--- src/rtl/mod6_pkg.sv ---
// Shared constants, FSM encoding and modular-distance helper for the mod-6 move arbiter.
package mod6_pkg;

  localparam int MOD = 6;
  localparam int W   = 3;

  localparam logic [W-1:0] MOD_W  = W'(MOD);
  localparam logic [W-1:0] MOD_M1 = W'(MOD - 1);
  localparam logic [W-1:0] HALF_W = W'(MOD / 2);

  typedef enum logic [1:0] {
    IDLE = 2'd0,
    LOAD = 2'd1,
    STEP = 2'd2,
    DONE = 2'd3
  } state_t;

  // (t - q) mod MOD for legal t, q; one conditional subtract suffices since the sum is below 2*MOD.
  function automatic logic [W-1:0] mod_dist(input logic [W-1:0] t, input logic [W-1:0] q);
    logic [W:0] s;
    s = {1'b0, t} + {1'b0, MOD_W} - {1'b0, q};
    if (s >= {1'b0, MOD_W}) s = s - {1'b0, MOD_W};
    return s[W-1:0];
  endfunction

endpackage

--- src/rtl/mod6_step_counter.sv ---
// Enabled up/down mod-MOD counter; moves one position per enabled cycle, wrapping at both ends.
// Registered output, q=0 on synchronous reset; no backpressure.
module mod6_step_counter
  import mod6_pkg::*;
(
  input  logic         clk,
  input  logic         reset,
  input  logic         en,
  input  logic         dir,
  output logic [W-1:0] q
);

  logic [W-1:0] r_q;

  always_ff @(posedge clk) begin
    if (reset) begin
      r_q <= '0;
    end else if (en) begin
      if (dir) r_q <= (r_q == MOD_M1) ? '0 : r_q + 1'b1;
      else     r_q <= (r_q == '0) ? MOD_M1 : r_q - 1'b1;
    end
  end

  assign q = r_q;

endmodule

--- src/rtl/mod6_move_arb.sv ---
// Two-requester round-robin owner of a shared mod-6 counter, stepping it along the shortest path to a target.
// Ack arrives 2..5 cycles after the request is seen; requests hold until ack, one service in flight at a time.
module mod6_move_arb
  import mod6_pkg::*;
(
  input  logic         clk,
  input  logic         reset,
  input  logic [1:0]   req,
  input  logic [W-1:0] tgt0,
  input  logic [W-1:0] tgt1,
  output logic [1:0]   ack,
  output logic         err,
  output logic         busy,
  output logic         owner,
  output logic         dir,
  output logic [W-1:0] q
);

  state_t       r_state, w_state_nxt;
  logic         r_owner, r_last, r_dir, r_err;
  logic [W-1:0] r_rem;
  logic         w_grant_vld, w_grant_idx;
  logic [W-1:0] w_tgt, w_d, w_rem_ld, w_q;
  logic         w_illegal, w_zero, w_up, w_cnt_en;

  assign w_grant_vld = |req;

  // On a tie the requester that was not served last wins.
  always_comb begin
    w_grant_idx = 1'b0;
    case (req)
      2'b10:   w_grant_idx = 1'b1;
      2'b11:   w_grant_idx = ~r_last;
      default: w_grant_idx = 1'b0;
    endcase
  end

  assign w_tgt     = r_owner ? tgt1 : tgt0;
  assign w_illegal = (w_tgt >= MOD_W);
  assign w_d       = mod_dist(w_tgt, w_q);
  assign w_zero    = (w_d == '0);
  assign w_up      = (w_d <= HALF_W);
  assign w_rem_ld  = w_up ? w_d : (MOD_W - w_d);

  always_ff @(posedge clk) begin
    if (reset) r_state <= IDLE;
    else       r_state <= w_state_nxt;
  end

  always_comb begin
    w_state_nxt = r_state;
    case (r_state)
      IDLE:    if (w_grant_vld) w_state_nxt = LOAD;
      LOAD:    w_state_nxt = (w_illegal || w_zero) ? DONE : STEP;
      STEP:    if (r_rem == W'(1)) w_state_nxt = DONE;
      DONE:    w_state_nxt = IDLE;
      default: w_state_nxt = IDLE;
    endcase
  end

  always_comb begin
    ack      = 2'b00;
    busy     = 1'b0;
    w_cnt_en = 1'b0;
    case (r_state)
      LOAD:    busy = 1'b1;
      STEP:    begin busy = 1'b1; w_cnt_en = 1'b1; end
      DONE:    begin busy = 1'b1; ack = r_owner ? 2'b10 : 2'b01; end
      default: ;
    endcase
  end

  always_ff @(posedge clk) begin
    if (reset) begin
      r_owner <= 1'b0;
      r_last  <= 1'b1;
      r_dir   <= 1'b1;
      r_err   <= 1'b0;
      r_rem   <= '0;
    end else begin
      case (r_state)
        IDLE: if (w_grant_vld) r_owner <= w_grant_idx;
        LOAD: begin
          r_err <= w_illegal;
          if (!w_illegal && !w_zero) begin
            r_dir <= w_up;
            r_rem <= w_rem_ld;
          end
        end
        STEP: r_rem <= r_rem - 1'b1;
        DONE: begin
          r_last <= r_owner;
          r_err  <= 1'b0;
        end
        default: ;
      endcase
    end
  end

  mod6_step_counter u_cnt (
    .clk   (clk),
    .reset (reset),
    .en    (w_cnt_en),
    .dir   (r_dir),
    .q     (w_q)
  );

  assign q     = w_q;
  assign err   = r_err;
  assign owner = r_owner;
  assign dir   = r_dir;

endmodule
--- config.mk ---
export PLATFORM = sky130hd
export DESIGN_NAME = mod6_move_arb
export DESIGN_NICKNAME = d
export VERILOG_FILES = /design/src/rtl/mod6_pkg.sv /design/src/rtl/mod6_step_counter.sv /design/src/rtl/mod6_move_arb.sv
export SDC_FILE = /design/constraint.sdc
export NUM_CORES = 1
export LEC_CHECK = 0
export ABC_AREA = 1
export CELL_PAD_IN_SITES_DETAIL_PLACEMENT = 0
export CELL_PAD_IN_SITES_GLOBAL_PLACEMENT = 2
export CORE_ASPECT_RATIO = 0.5
export CORE_MARGIN = 3
export CORE_UTILIZATION = 28
export CTS_CLUSTER_DIAMETER = 150
export DETAILED_ROUTE_END_ITERATION = 16
export PLACE_DENSITY_LB_ADDON = 0.1
export SLEW_MARGIN = 20
export SYNTH_ARGS = -nofsm -noshare
export SYNTH_HDL_FRONTEND = slang
export SYNTH_SLANG_ARGS = --single-unit
--- constraint.sdc ---
create_clock -name clk -period 4.8 [get_ports clk]
set_clock_uncertainty 0.15 [all_clocks]
set_input_delay 0.72 -clock clk [delete_from_list [all_inputs] [get_ports clk]]
set_output_delay 0.72 -clock clk [all_outputs]
set_load 0.01 [all_outputs]
* Yosys cells after proc, flatten, opt, wreduce, memory -nomap -nowiden
Index checks and enable logic that the tools add are counted.
** Storage, ports and cells
- Logic and storage cells :: 61
- Bits of input ports :: 10
- Memory bits (writable) :: 0
- Memory bits (read-only) :: 0
- Register bits :: 12
- Latch bits :: 0
- Output and inout port bits :: 9
- Memories :: 0
** Cells by class
- $lt $le $gt $ge :: 3
- $mul :: 0
- Equality and inequality tests :: 10
- Divide/modulo/power cells :: 0
- Shifts and indexed selects :: 0
- Reduce and logical (&&, ||, !) cells :: 15
- Muxes and demuxes :: 18
- $add $sub $neg :: 7
- Bitwise operators :: 1
** Operator list (count)
- $mux 3 :: 7
- $eq 2x2->1 const B :: 4
- $mux 2 :: 4
- $pmux 2 s4 :: 1
- $reduce_and 2->1 :: 4
- $logic_not 3->1 :: 2
- $ne 2x2->1 const B :: 3
- $pmux 3 s2 :: 1
- $sub 3x1->3 const B :: 2
- $add 3x3->4 const B :: 1
- $ge 4x3->1 const B :: 1
- $pmux 1 s2 :: 2
- $reduce_bool 2->1 :: 2
- $sub 4x3->4 :: 1
- $add 3x1->3 const B :: 1
- $eq 3x1->1 const B :: 1
- $eq 3x3->1 const B :: 1
- $ge 3x3->1 const B :: 1
- $le 3x2->1 const B :: 1
- $mux 1 :: 3
- $reduce_or 3->1 :: 1
- $sub 3x3->3 const A :: 1
- $sub 3x3->3 const B :: 1
- $eq 2x1->1 const B :: 1
- 6 further kinds :: 7

* Longest topological paths before layout
Gate-level depths: netlist of the first run.
- Word-level depth :: 10
- Gate-level depth with buffers :: 21
- Mapped depth without buffers :: 20

* Modules after synthesis
From an unflattened synthesis of the first run, not the netlist that was laid out.
** Second synthesis, totals
- Cell total of the unflattened synthesis :: 156
- Area, all modules :: 1056.0 um2
** Modules (own cells, without submodules)
- mod6_move_arb :: times used 1, area an instance 882.1 um2, cells each 129, seq. area each 180.2 um2
- mod6_step_counter :: times used 1, area an instance 173.9 um2, cells each 27, seq. area each 60.1 um2

* Least setup slack after synthesis of the first run
Ideal clock, no wire load.
- Path kind :: input to register
- Start point :: input tgt1[1]
- End point :: register r_rem[2]
- Required time :: 4.531 ns
- Setup time :: 0.119 ns
- Path slack :: 1.826 ns
- Cell stages on the path :: 17
- Arrival time :: 2.704 ns
- Buffers on the path :: 0
- Cells stage by stage :: nand2_1 > nand2_2 > inv_1 > ha_1 > inv_1 > ha_1 > fa_1 > nor2_4 > inv_1 > nand2_1 > nand3_2 > inv_1 > ha_1 > inv_1 > nand3_1 > nand3_1 > a21oi_2
** Between the ends
- Longest elaborated chain between the ends :: 10
- Elaborated cells between the ends (all ways) :: 18
- Those cells by class :: add/sub: 4; order compare: 3; eq/ne: 1; mux: 5; reduce/logical: 5
** Ends and longest elaborated chain
- from (decl) :: RTL line mod6_move_arb.sv:10 : input logic [W-1:0] tgt1,
- $mux 3 * :: RTL line mod6_move_arb.sv:38 : assign w_tgt = r_owner ? tgt1 : tgt0;
- branches (longest 9 deep; another with $add 3x3->4)
- to (signal assigned) :: RTL line mod6_move_arb.sv:87 : r_rem <= w_rem_ld;
- to (signal assigned) :: RTL line mod6_move_arb.sv:90 : STEP: r_rem <= r_rem - 1'b1;
- to (decl) :: RTL line mod6_move_arb.sv:21 : logic [W-1:0] r_rem;
Mark *: on every way between the ends. The select of a mux whose other input is x is not followed.
A chain may end at the register's enable or synchronous reset.

* Final worst setup path of the first run
Same ends and word-level chain as after synthesis.

==> results.sh, run 1 <==
export IMPL_rsz0062_at_grt="false"
export IMPL_synth_edff_count=0
export IMPL_routed_top_layer="met4"
export IMPL_setup_viol=0
export IMPL_tritoncts="done"
export IMPL_syn_inst=152
export IMPL_die_h_um=49.2
export IMPL_clk_pin_slew_ns=0.06
export IMPL_htreeDepth=1
export IMPL_nNetsFinal=197
export IMPL_rows=15
export IMPL_p_clk_share_pct=12.6
export IMPL_final_cell_area_um2=1330
export IMPL_yosysSeqAreaShare_pct=22.9
export IMPL_insertion_delay_ns=0.25
export IMPL_cts_root_buf="clkbuf_8"
export IMPL_cellLeakagePower_nw=0.653
export IMPL_postCtsSetupRepairBufs=0
export IMPL_finalWirelength_mm=2.42
export IMPL_drive_gt1_share_pct=13.4
export IMPL_postSynthAreaPerCell_um2=6.89
export IMPL_die_w_um=92.5
export IMPL_multi_input_area_um2=672
export IMPL_intPower_w=0.000467
export IMPL_mostFrequentLayoutCell="nand2_1"
export IMPL_finalMaxSlewViolations=0
export IMPL_start_util_pct=29.8
export IMPL_hold_viol_final=0
export IMPL_peakVddDrop_mv=0.174
export IMPL_port_buffers=18
export IMPL_place_area_um2=1270
export IMPL_first_pass_iters=4
export IMPL_maxCapViolations=0
export IMPL_synth_warning_count=0
export IMPL_wl_met3_um=82
export IMPL_fillers=387
export IMPL_area_growth_pct=27.0
export IMPL_finalCritPeriodShare_pct=69.3
export IMPL_crit_fanout=4
export IMPL_grtUsageTotal_pct=11.6
export IMPL_vias_per_cell=4.34
export IMPL_p_switching_w=0.000455
export IMPL_worstMarginPinSlew_ns=0.366
export IMPL_fmax_mhz=301
export IMPL_ff_latch_area_um2=240
export IMPL_core_area_um2=3510
export IMPL_tns_ns=0
export IMPL_numCtsBuffers=3
export IMPL_worstSetupPathType="in -> reg"
export IMPL_wl_met1_mm=1.30
export IMPL_grt_pass1_vias=893
export IMPL_final_cell_mix="nand2_1, inv_1, clkdlybuf4s50_1"
export IMPL_required_ns=4.84
export IMPL_synthTopCellsByArea="dfxtp_1, ha_1, nand2_1"
export IMPL_cts_resized=0
export IMPL_pwr_share_comb_pct=68.3
export IMPL_die_area_um2=4550
export IMPL_hold_class="reg -> reg"
export IMPL_cts_sinks=12
export IMPL_synth_net_count=176
export IMPL_cts_buffer_depth=2
export IMPL_endpoint_kind="flop"
export IMPL_ys_dominant_reg_cell="dfxtp_1"
export IMPL_fin_util_pct=37.9
export IMPL_grt_pass1_wl_mm=4.14
export IMPL_grt_start_max_net_pins=9
export IMPL_synth_top_area_share_pct=22.9
export IMPL_synth_area_leader_cell="dfxtp_1"
export IMPL_synth_async_reset_ratio_pct=0
export IMPL_antenna_left=0
export IMPL_powerDensity_nw_per_um2=693
export IMPL_max_slew_margin_pct=75.5
export IMPL_outcome="completed"
export IMPL_critPathArrivalTime_ns=3.36
export IMPL_pin_count=19
export IMPL_antenna_found_initial=0
export IMPL_total_power_w=0.000922
export IMPL_crit_path_start_kind="input pin"
export IMPL_ys_ff_latch=12
export IMPL_gp_congestion=0.728
export IMPL_place_hpwl_mm=1.99
export IMPL_avgRoutedWirePerCell_um=10.9
export IMPL_ys_types=27
export IMPL_whs_ns=0.313
export IMPL_netlist_area_um2=1050
export IMPL_drtIter0Drc=33
export IMPL_vias=967
export IMPL_drcViolationCount=0
export IMPL_sequentialPowerShare_pct=19.1
export IMPL_swShare_pct=49.4
export IMPL_overflow=0
export IMPL_antennaDiodeCount=0
export IMPL_routed_wl_met2_mm=1.02
export IMPL_min_period_ns=3.33
export IMPL_postCtsHoldBufs=0
routing by layer:
metal	vias up	global-route usage (%)
met2	18	17.3
li1	522	-
met4	0	2.96
met1	425	16.7
met3	2	2.77
met5	-	0
flip-flops by register name, summed over array words and instances (netlist names):
register and flops:
err 1, r_last 1, dir 1, u_cnt.q 3, r_rem 3, owner 1
r_state 2
synth_stat cells (2+ instances only):
library cell / count
nand2_1: 28
nand2_2: 8
o21ai_0: 6
nor2_1: 12
inv_1: 26
inv_2: 4
o21ai_1: 3
nand3_1: 11
ha_1: 13
nand3_2: 2
dfxtp_1: 12
a21oi_1: 12
final timing paths:
kind / startpoint / end / slack (ns) / cells after the start
max: tgt1[1] / r_rem[2] / 1.47 / 16
min: r_last / r_last / 0.31 / 2
max reg2reg: owner / r_rem[2] / 1.81 / 15
min reg2reg: r_last / r_last / 0.31 / 2
kinds of logic (layout without fill, tap and decap cells):
family / Yosys count / in the layout / share of synthesized area, %
AOI/OAI and AO/OA: 25 / 25 / 14.6
xor gates and xnor gates: 1 / 1 / 0.836
adders and majority gates: 14 / 14 / 17.4
buffers and inverters: 33 / 53 / 12.9
DFF: 12 / 12 / 22.9
muxes: 1 / 1 / 0.956
and+or+nand+nor: 66 / 66 / 30.3
stage by stage:
stage	setup slack, ns	std cells
after floorplan	1.83	152
after global placement	1.18	219
after detailed placement	1.20	219
after CTS	1.47	223
after global routing	1.29	223
final	1.47	223
critical path, stage by stage:
cell and delay, ns:
clkdlybuf4s50_1 0.45, nand2_1 0.06, nand2_2 0.10, inv_1 0.05, ha_1 0.26, inv_1 0.04, ha_1 0.20, fa_1 0.49
nor2_4 0.15, nand2_2 0.07, nand2_4 0.09, inv_2 0.05, ha_1 0.19, o21ai_0 0.18, nand3_1 0.12, a21oi_2 0.14
cell type report:
class                           count  share of cell area (%)
Tap cell                           51                    4.80
Inverter                           31                    8.94
Multi-Input combinational cell    107                    50.5
Sequential cell                    12                    18.1
Timing Repair Buffer               18                    13.5
Clock buffer                        4                    4.14
power groups by stage:
stage	clock, W	sequential [W]	combinational [W]
2_1_floorplan	0	0.000174	0.000485
3_3_place_gp	0	0.000180	0.000645
3_5_place_dp	0	0.000179	0.000635
4_1_cts	0.000121	0.000177	0.000639
5_1_grt	0.000126	0.000182	0.000725
6_report	0.000116	0.000176	0.000630
Note: power is estimated with default switching activity, not from simulation.
==> inputs of run 2 (changes only) <==
--- a/config.mk
+++ b/config.mk
@@ -10,7 +10,7 @@
 export CELL_PAD_IN_SITES_GLOBAL_PLACEMENT = 2
 export CORE_ASPECT_RATIO = 0.5
 export CORE_MARGIN = 3
-export CORE_UTILIZATION = 28
+export CORE_UTILIZATION = 25
 export CTS_CLUSTER_DIAMETER = 150
 export DETAILED_ROUTE_END_ITERATION = 16
 export PLACE_DENSITY_LB_ADDON = 0.1
==> constraint.sdc (replaced) <==
create_clock -name clk -period 2.9 [get_ports clk]
set_clock_uncertainty 0.15 [all_clocks]
set_input_delay 0.435 -clock clk [delete_from_list [all_inputs] [get_ports clk]]
set_output_delay 0.435 -clock clk [all_outputs]
set_load 0.01 [all_outputs]
==> run 2 against run 1 <==
  * Core utilization grew 2.7 points
  * Critical path depth is the same
  * Critical endpoint unchanged
  * Final area increased by 13%
  * Highest routed layer unchanged
  * Wire length grew 6.7%
  * Register-to-register slack lost 1.6 ns
  * Largest cell class unchanged
==> results.sh, run 2 (synthesized netlist as in run 1, its figures left out) <==
export IMPL_grt_pass1_wl_mm=4.40
export IMPL_final_cell_mix="nand2_1, inv_1, clkdlybuf4s50_1"
export IMPL_hold_class="reg -> reg"
export IMPL_critPathMaxStageDelay_ns=0.56
export IMPL_final_cell_area_um2=1510
export IMPL_first_pass_iters=4
export IMPL_intPower_w=0.000970
export IMPL_place_area_um2=1370
export IMPL_required_ns=2.92
export IMPL_whs_ns=0.310
export IMPL_core_area_um2=3720
export IMPL_path_common_cell="nand3_2"
export IMPL_die_w_um=97.5
export IMPL_cellLeakagePower_nw=0.734
export IMPL_finalWirelength_mm=2.58
export IMPL_pin_count=19
export IMPL_max_slew_margin_pct=79.7
export IMPL_mostFrequentLayoutCell="nand2_1"
export IMPL_crit_path_start_kind="input pin"
export IMPL_hold_viol_final=0
export IMPL_numCtsBuffers=3
export IMPL_min_period_ns=2.79
export IMPL_vias_per_cell=4.27
export IMPL_start_util_pct=28.2
export IMPL_slowest_stage="fa_2"
export IMPL_nNetsFinal=210
export IMPL_drtIter0Drc=17
export IMPL_drcViolationCount=0
export IMPL_fillers=420
export IMPL_grt_pass1_vias=930
export IMPL_crit_fanout=3
export IMPL_postCtsHoldBufs=0
export IMPL_critPathArrivalTime_ns=2.81
export IMPL_port_buffers=18
export IMPL_total_power_w=0.00184
export IMPL_sequentialPowerShare_pct=15.7
export IMPL_ff_latch_area_um2=241
export IMPL_vias=1007
export IMPL_antenna_found_initial=0
export IMPL_powerDensity_nw_per_um2=1220
export IMPL_multi_input_area_um2=747
export IMPL_drive_gt1_share_pct=30.8
export IMPL_rows=15
export IMPL_place_hpwl_mm=2.06
export IMPL_setup_viol=0
export IMPL_fmax_mhz=359
export IMPL_tritoncts="done"
export IMPL_area_growth_pct=44.0
export IMPL_postCtsSetupRepairBufs=0
export IMPL_cp_cell_sequence="clkdlybuf4s50_1, mux2i_1, ha_2, inv_1, ha_2, fa_2, nor2_4, inv_2, nand2_2, nand3_2, inv_2, ha_4, inv_1, nand3_2, nand3_2, a21oi_2"
export IMPL_finalMaxSlewViolations=0
export IMPL_swShare_pct=47.2
export IMPL_insertion_delay_ns=0.24
export IMPL_cts_root_buf="clkbuf_8"
export IMPL_pwr_share_comb_pct=74.4
export IMPL_dp_cells=232
export IMPL_avgRoutedWirePerCell_um=10.9
export IMPL_antenna_left=0
export IMPL_cts_buffer_depth=2
export IMPL_cts_sinks=12
export IMPL_htreeDepth=1
export IMPL_maxCapViolations=0
export IMPL_overflow=0
export IMPL_grt_start_max_net_pins=9
export IMPL_p_switching_w=0.000866
export IMPL_finalCritPeriodShare_pct=96.1
export IMPL_p_clk_share_pct=9.9
export IMPL_tns_ns=0
export IMPL_endpoint_kind="flop"
export IMPL_worstMarginPinSlew_ns=0.303
export IMPL_gp_congestion=0.737
export IMPL_die_h_um=51.8
export IMPL_layout_cells_non_filler=236
export IMPL_outcome="completed"
export IMPL_grtUsageTotal_pct=11.1
export IMPL_worstSetupPathType="in -> reg"
export IMPL_clk_pin_slew_ns=0.05
export IMPL_peakVddDrop_mv=0.363
export IMPL_antennaDiodeCount=0
export IMPL_die_area_um2=5050
## run 2: cell count changes in the layout (fill, tap and decap cells not counted), sizes merged
cell           change
buf               +13
clkdlybuf4s50      -3
dlymetal6s2s       +2
dlygate4sd2        +1
## run 2: final timing paths
kind	cells past startpoint	to	slack, ns	start
worst max-delay path	16	r_rem[2]	0.11	tgt1[0]
worst min-delay path	2	r_last	0.31	r_last
worst max register to register	17	r_rem[2]	0.21	owner
worst min register to register	2	r_last	0.31	r_last
## run 2: critical path: cells and delay by family
kind	cells	cell delay [ns]
compound gates	1	0.14
fa+ha+maj	4	1.15
mux	1	0.18
buf+inv	5	0.58
simple gates	5	0.31
## run 2: stage by stage
step,setup slack [ns],utilization [%]
CTS,0.0142,39.4
global placement,-0.402,36.9
floorplan,0.123,-
finish,0.114,40.6
detailed placement,-0.376,36.9
global route,-0.0248,40.6
## run 2: power groups by stage
stage	logic, W	clock network (W)	registers [W]
after CTS	0.00132	0.000190	0.000288
after floorplan	0.000803	0	0.000289
after detailed placement	0.00122	0	0.000288
after global routing	0.00157	0.000203	0.000301
after global placement	0.00123	0	0.000289
final	0.00136	0.000182	0.000288
## run 2: final cells by class
class,count,area share (%)
Multi-Input combinational cell,107,49.5
Timing Repair Buffer,31,18.7
Sequential cell,12,16.0
Inverter,31,7.88
Tap cell,51,4.23
Clock buffer,4,3.65
## run 2: metal layers
metal / routed length (µm) / track usage [%] / part of all wire, %
met1: 1380 / 15.1 / 53
met2: 1080 / 17.5 / 42
met3: 92 / 2.81 / 3.6
met4: 27 / 3.45 / 1.0
met5: 0 / 0 / 0
## run 2: repair_timing
action,4_1_cts,5_1_grt
pin swaps,10,9
setup endpoints to repair,5,5
gates resized for setup,14,12
==> inputs of run 3 (changes only) <==
--- a/config.mk
+++ b/config.mk
@@ -8,7 +8,6 @@
 export ABC_AREA = 1
 export CELL_PAD_IN_SITES_DETAIL_PLACEMENT = 0
 export CELL_PAD_IN_SITES_GLOBAL_PLACEMENT = 2
-export CORE_ASPECT_RATIO = 0.5
 export CORE_MARGIN = 3
 export CORE_UTILIZATION = 25
 export CTS_CLUSTER_DIAMETER = 150
==> run 3 against run 2 <==
  * Sequential share of layout area rose by 0.19 points
  * Count of clock-buffer cells in the layout did not move
  * Setup slack improved by 0.034 ns
  * Final area fell by 1.2%
  * Via count did not move
==> results.sh, run 3 (synthesized netlist as in run 1, its figures left out) <==
export IMPL_first_pass_iters=4
export IMPL_cp_cell_sequence="clkdlybuf4s50_1, nand2_2, nand2_2, inv_1, ha_1, inv_1, fa_2, nor2_4, nand2_2, nand2_4, buf_6, o21bai_4, inv_2, a21oi_2, o21ai_1"
export IMPL_gp_congestion=0.795
export IMPL_drcViolationCount=0
export IMPL_cts_root_buf="clkbuf_8"
export IMPL_vias_per_cell=4.36
export IMPL_clk_pin_slew_ns=0.06
export IMPL_crit_path_start_kind="input pin"
export IMPL_antenna_left=0
export IMPL_min_period_ns=2.75
export IMPL_tritoncts="done"
export IMPL_port_buffers=18
export IMPL_avgRoutedWirePerCell_um=11.1
export IMPL_grt_pass1_wl_mm=4.19
export IMPL_fillers=412
export IMPL_cp_top_family="adder cells"
export IMPL_antenna_found_initial=0
export IMPL_htreeDepth=1
export IMPL_antennaDiodeCount=0
export IMPL_max_slew_margin_pct=77.5
export IMPL_mostFrequentLayoutCell="nand2_1"
export IMPL_core_area_um2=3850
export IMPL_postCtsHoldBufs=0
export IMPL_path_buf_inv=5
export IMPL_finalMaxSlewViolations=0
export IMPL_required_ns=2.88
export IMPL_cts_buffer_depth=2
export IMPL_fin_util_pct=38.7
export IMPL_drive_gt1_share_pct=30.1
export IMPL_ff_latch_area_um2=241
export IMPL_area_growth_pct=42.3
export IMPL_endpoint_kind="flop"
export IMPL_finalCritPeriodShare_pct=94.9
export IMPL_outcome="completed"
export IMPL_hold_viol_final=0
export IMPL_place_hpwl_mm=2.02
export IMPL_path_common_cell="nand2_2"
export IMPL_multi_input_area_um2=741
export IMPL_hold_class="reg -> reg"
export IMPL_place_ws_ns=-0.390
export IMPL_grt_start_max_net_pins=9
export IMPL_die_area_um2=5000
export IMPL_crit_fanout=7
export IMPL_overflow=0
export IMPL_worstSetupPathType="in -> reg"
export IMPL_worstMarginPinSlew_ns=0.337
export IMPL_die_h_um=70.7
export IMPL_drtIter0Drc=21
export IMPL_maxCapViolations=0
export IMPL_fmax_mhz=363
export IMPL_final_cell_mix="nand2_1, inv_1, clkdlybuf4s50_1"
export IMPL_slowest_stage="fa_2"
export IMPL_peakVddDrop_mv=0.313
export IMPL_insertion_delay_ns=0.24
export IMPL_setup_viol=0
export IMPL_total_power_w=0.00193
export IMPL_rsz0062_at_grt="false"
export IMPL_cts_sinks=12
export IMPL_rows=22
export IMPL_critPathArrivalTime_ns=2.73
export IMPL_grt_pass1_vias=924
export IMPL_die_w_um=70.7
export IMPL_grtUsageTotal_pct=10.3
export IMPL_powerDensity_nw_per_um2=1300
export IMPL_start_util_pct=27.2
export IMPL_worst_slack_ns=0.148
export IMPL_vias=1007
export IMPL_finalWirelength_mm=2.56
export IMPL_numCtsBuffers=3
export IMPL_critPathMaxStageDelay_ns=0.60
export IMPL_pin_count=19
export IMPL_cellLeakagePower_nw=0.731
export IMPL_nNetsFinal=208
## run 3: changes by cell type in the layout (fill, tap and decap cells not counted), sizes merged
| cell | before | now |
|---|---|---|
| dlygate4sd2 | 1 | 0 |
| clkdlybuf4s50 | 15 | 16 |
| buf | 13 | 11 |
## run 3: layout make-up
cell class,instances,area share [%]
Tap cell,48,4.03
Sequential cell,12,16.2
Inverter,31,8.14
Timing Repair Buffer,29,18.2
Clock buffer,4,3.69
Multi-Input combinational cell,107,49.7
## run 3: worst reg2reg max path, cell delays in order (launching register included)
cell and delay [ns]:
dfxtp_2 0.41, nand2_1 0.08, nand2_2 0.09, inv_2 0.05
ha_4 0.24, inv_1 0.04, ha_2 0.17, fa_2 0.56
nor2_4 0.06, nand2_2 0.07, nand2_4 0.06, buf_6 0.12
o21bai_4 0.21, inv_2 0.06, a21oi_2 0.12, o21ai_1 0.07
## run 3: metrics by stage
stage / hold WS (ns) / setup TNS [ns] / cells / cell area [µm²]
floorplan: 0.279 / 0 / 152 / 1050
global placement: 0.302 / -1.47 / 225 / 1340
detailed placement: 0.306 / -1.57 / 225 / 1340
CTS: 0.321 / 0 / 229 / 1430
global route: 0.347 / 0 / 231 / 1490
finish: 0.319 / 0 / 231 / 1490
## run 3: worst paths after layout
check | cells past startpoint | endpoint | start | slack [ns]
min reg2reg | 2 | r_last | r_last | 0.32
max reg2reg | 15 | dir | owner | 0.25
max | 15 | dir | tgt0[2] | 0.15
min | 2 | r_last | r_last | 0.32
## run 3: routing by layer
| layer | vias to the layer above | wire, µm | GRT usage (%) |
|---|---|---|---|
| li1 | 543 | - | - |
| met1 | 448 | 1310 | 13.8 |
| met2 | 14 | 1180 | 17.4 |
| met3 | 2 | 62 | 1.70 |
| met4 | 0 | 10 | 2.51 |
| met5 | - | 0 | 0 |
## run 3: repair_timing
item / CTS / global route
pin swaps: 9 / 15
setup endpoints to repair: 4 / 5
gates cloned: 0 / 0
gates resized for setup: 12 / 16
endpoints found under the hold margin: 0 / 0
setup buffers: 0 / 2
## run 3: power by group
| group | internal, W | switching (W) | total, W |
|---|---|---|---|
| clock | 0.000120 | 0.0000691 | 0.000189 |
| sequential | 0.000227 | 0.0000589 | 0.000286 |
| combinational | 0.000674 | 0.000784 | 0.00146 |
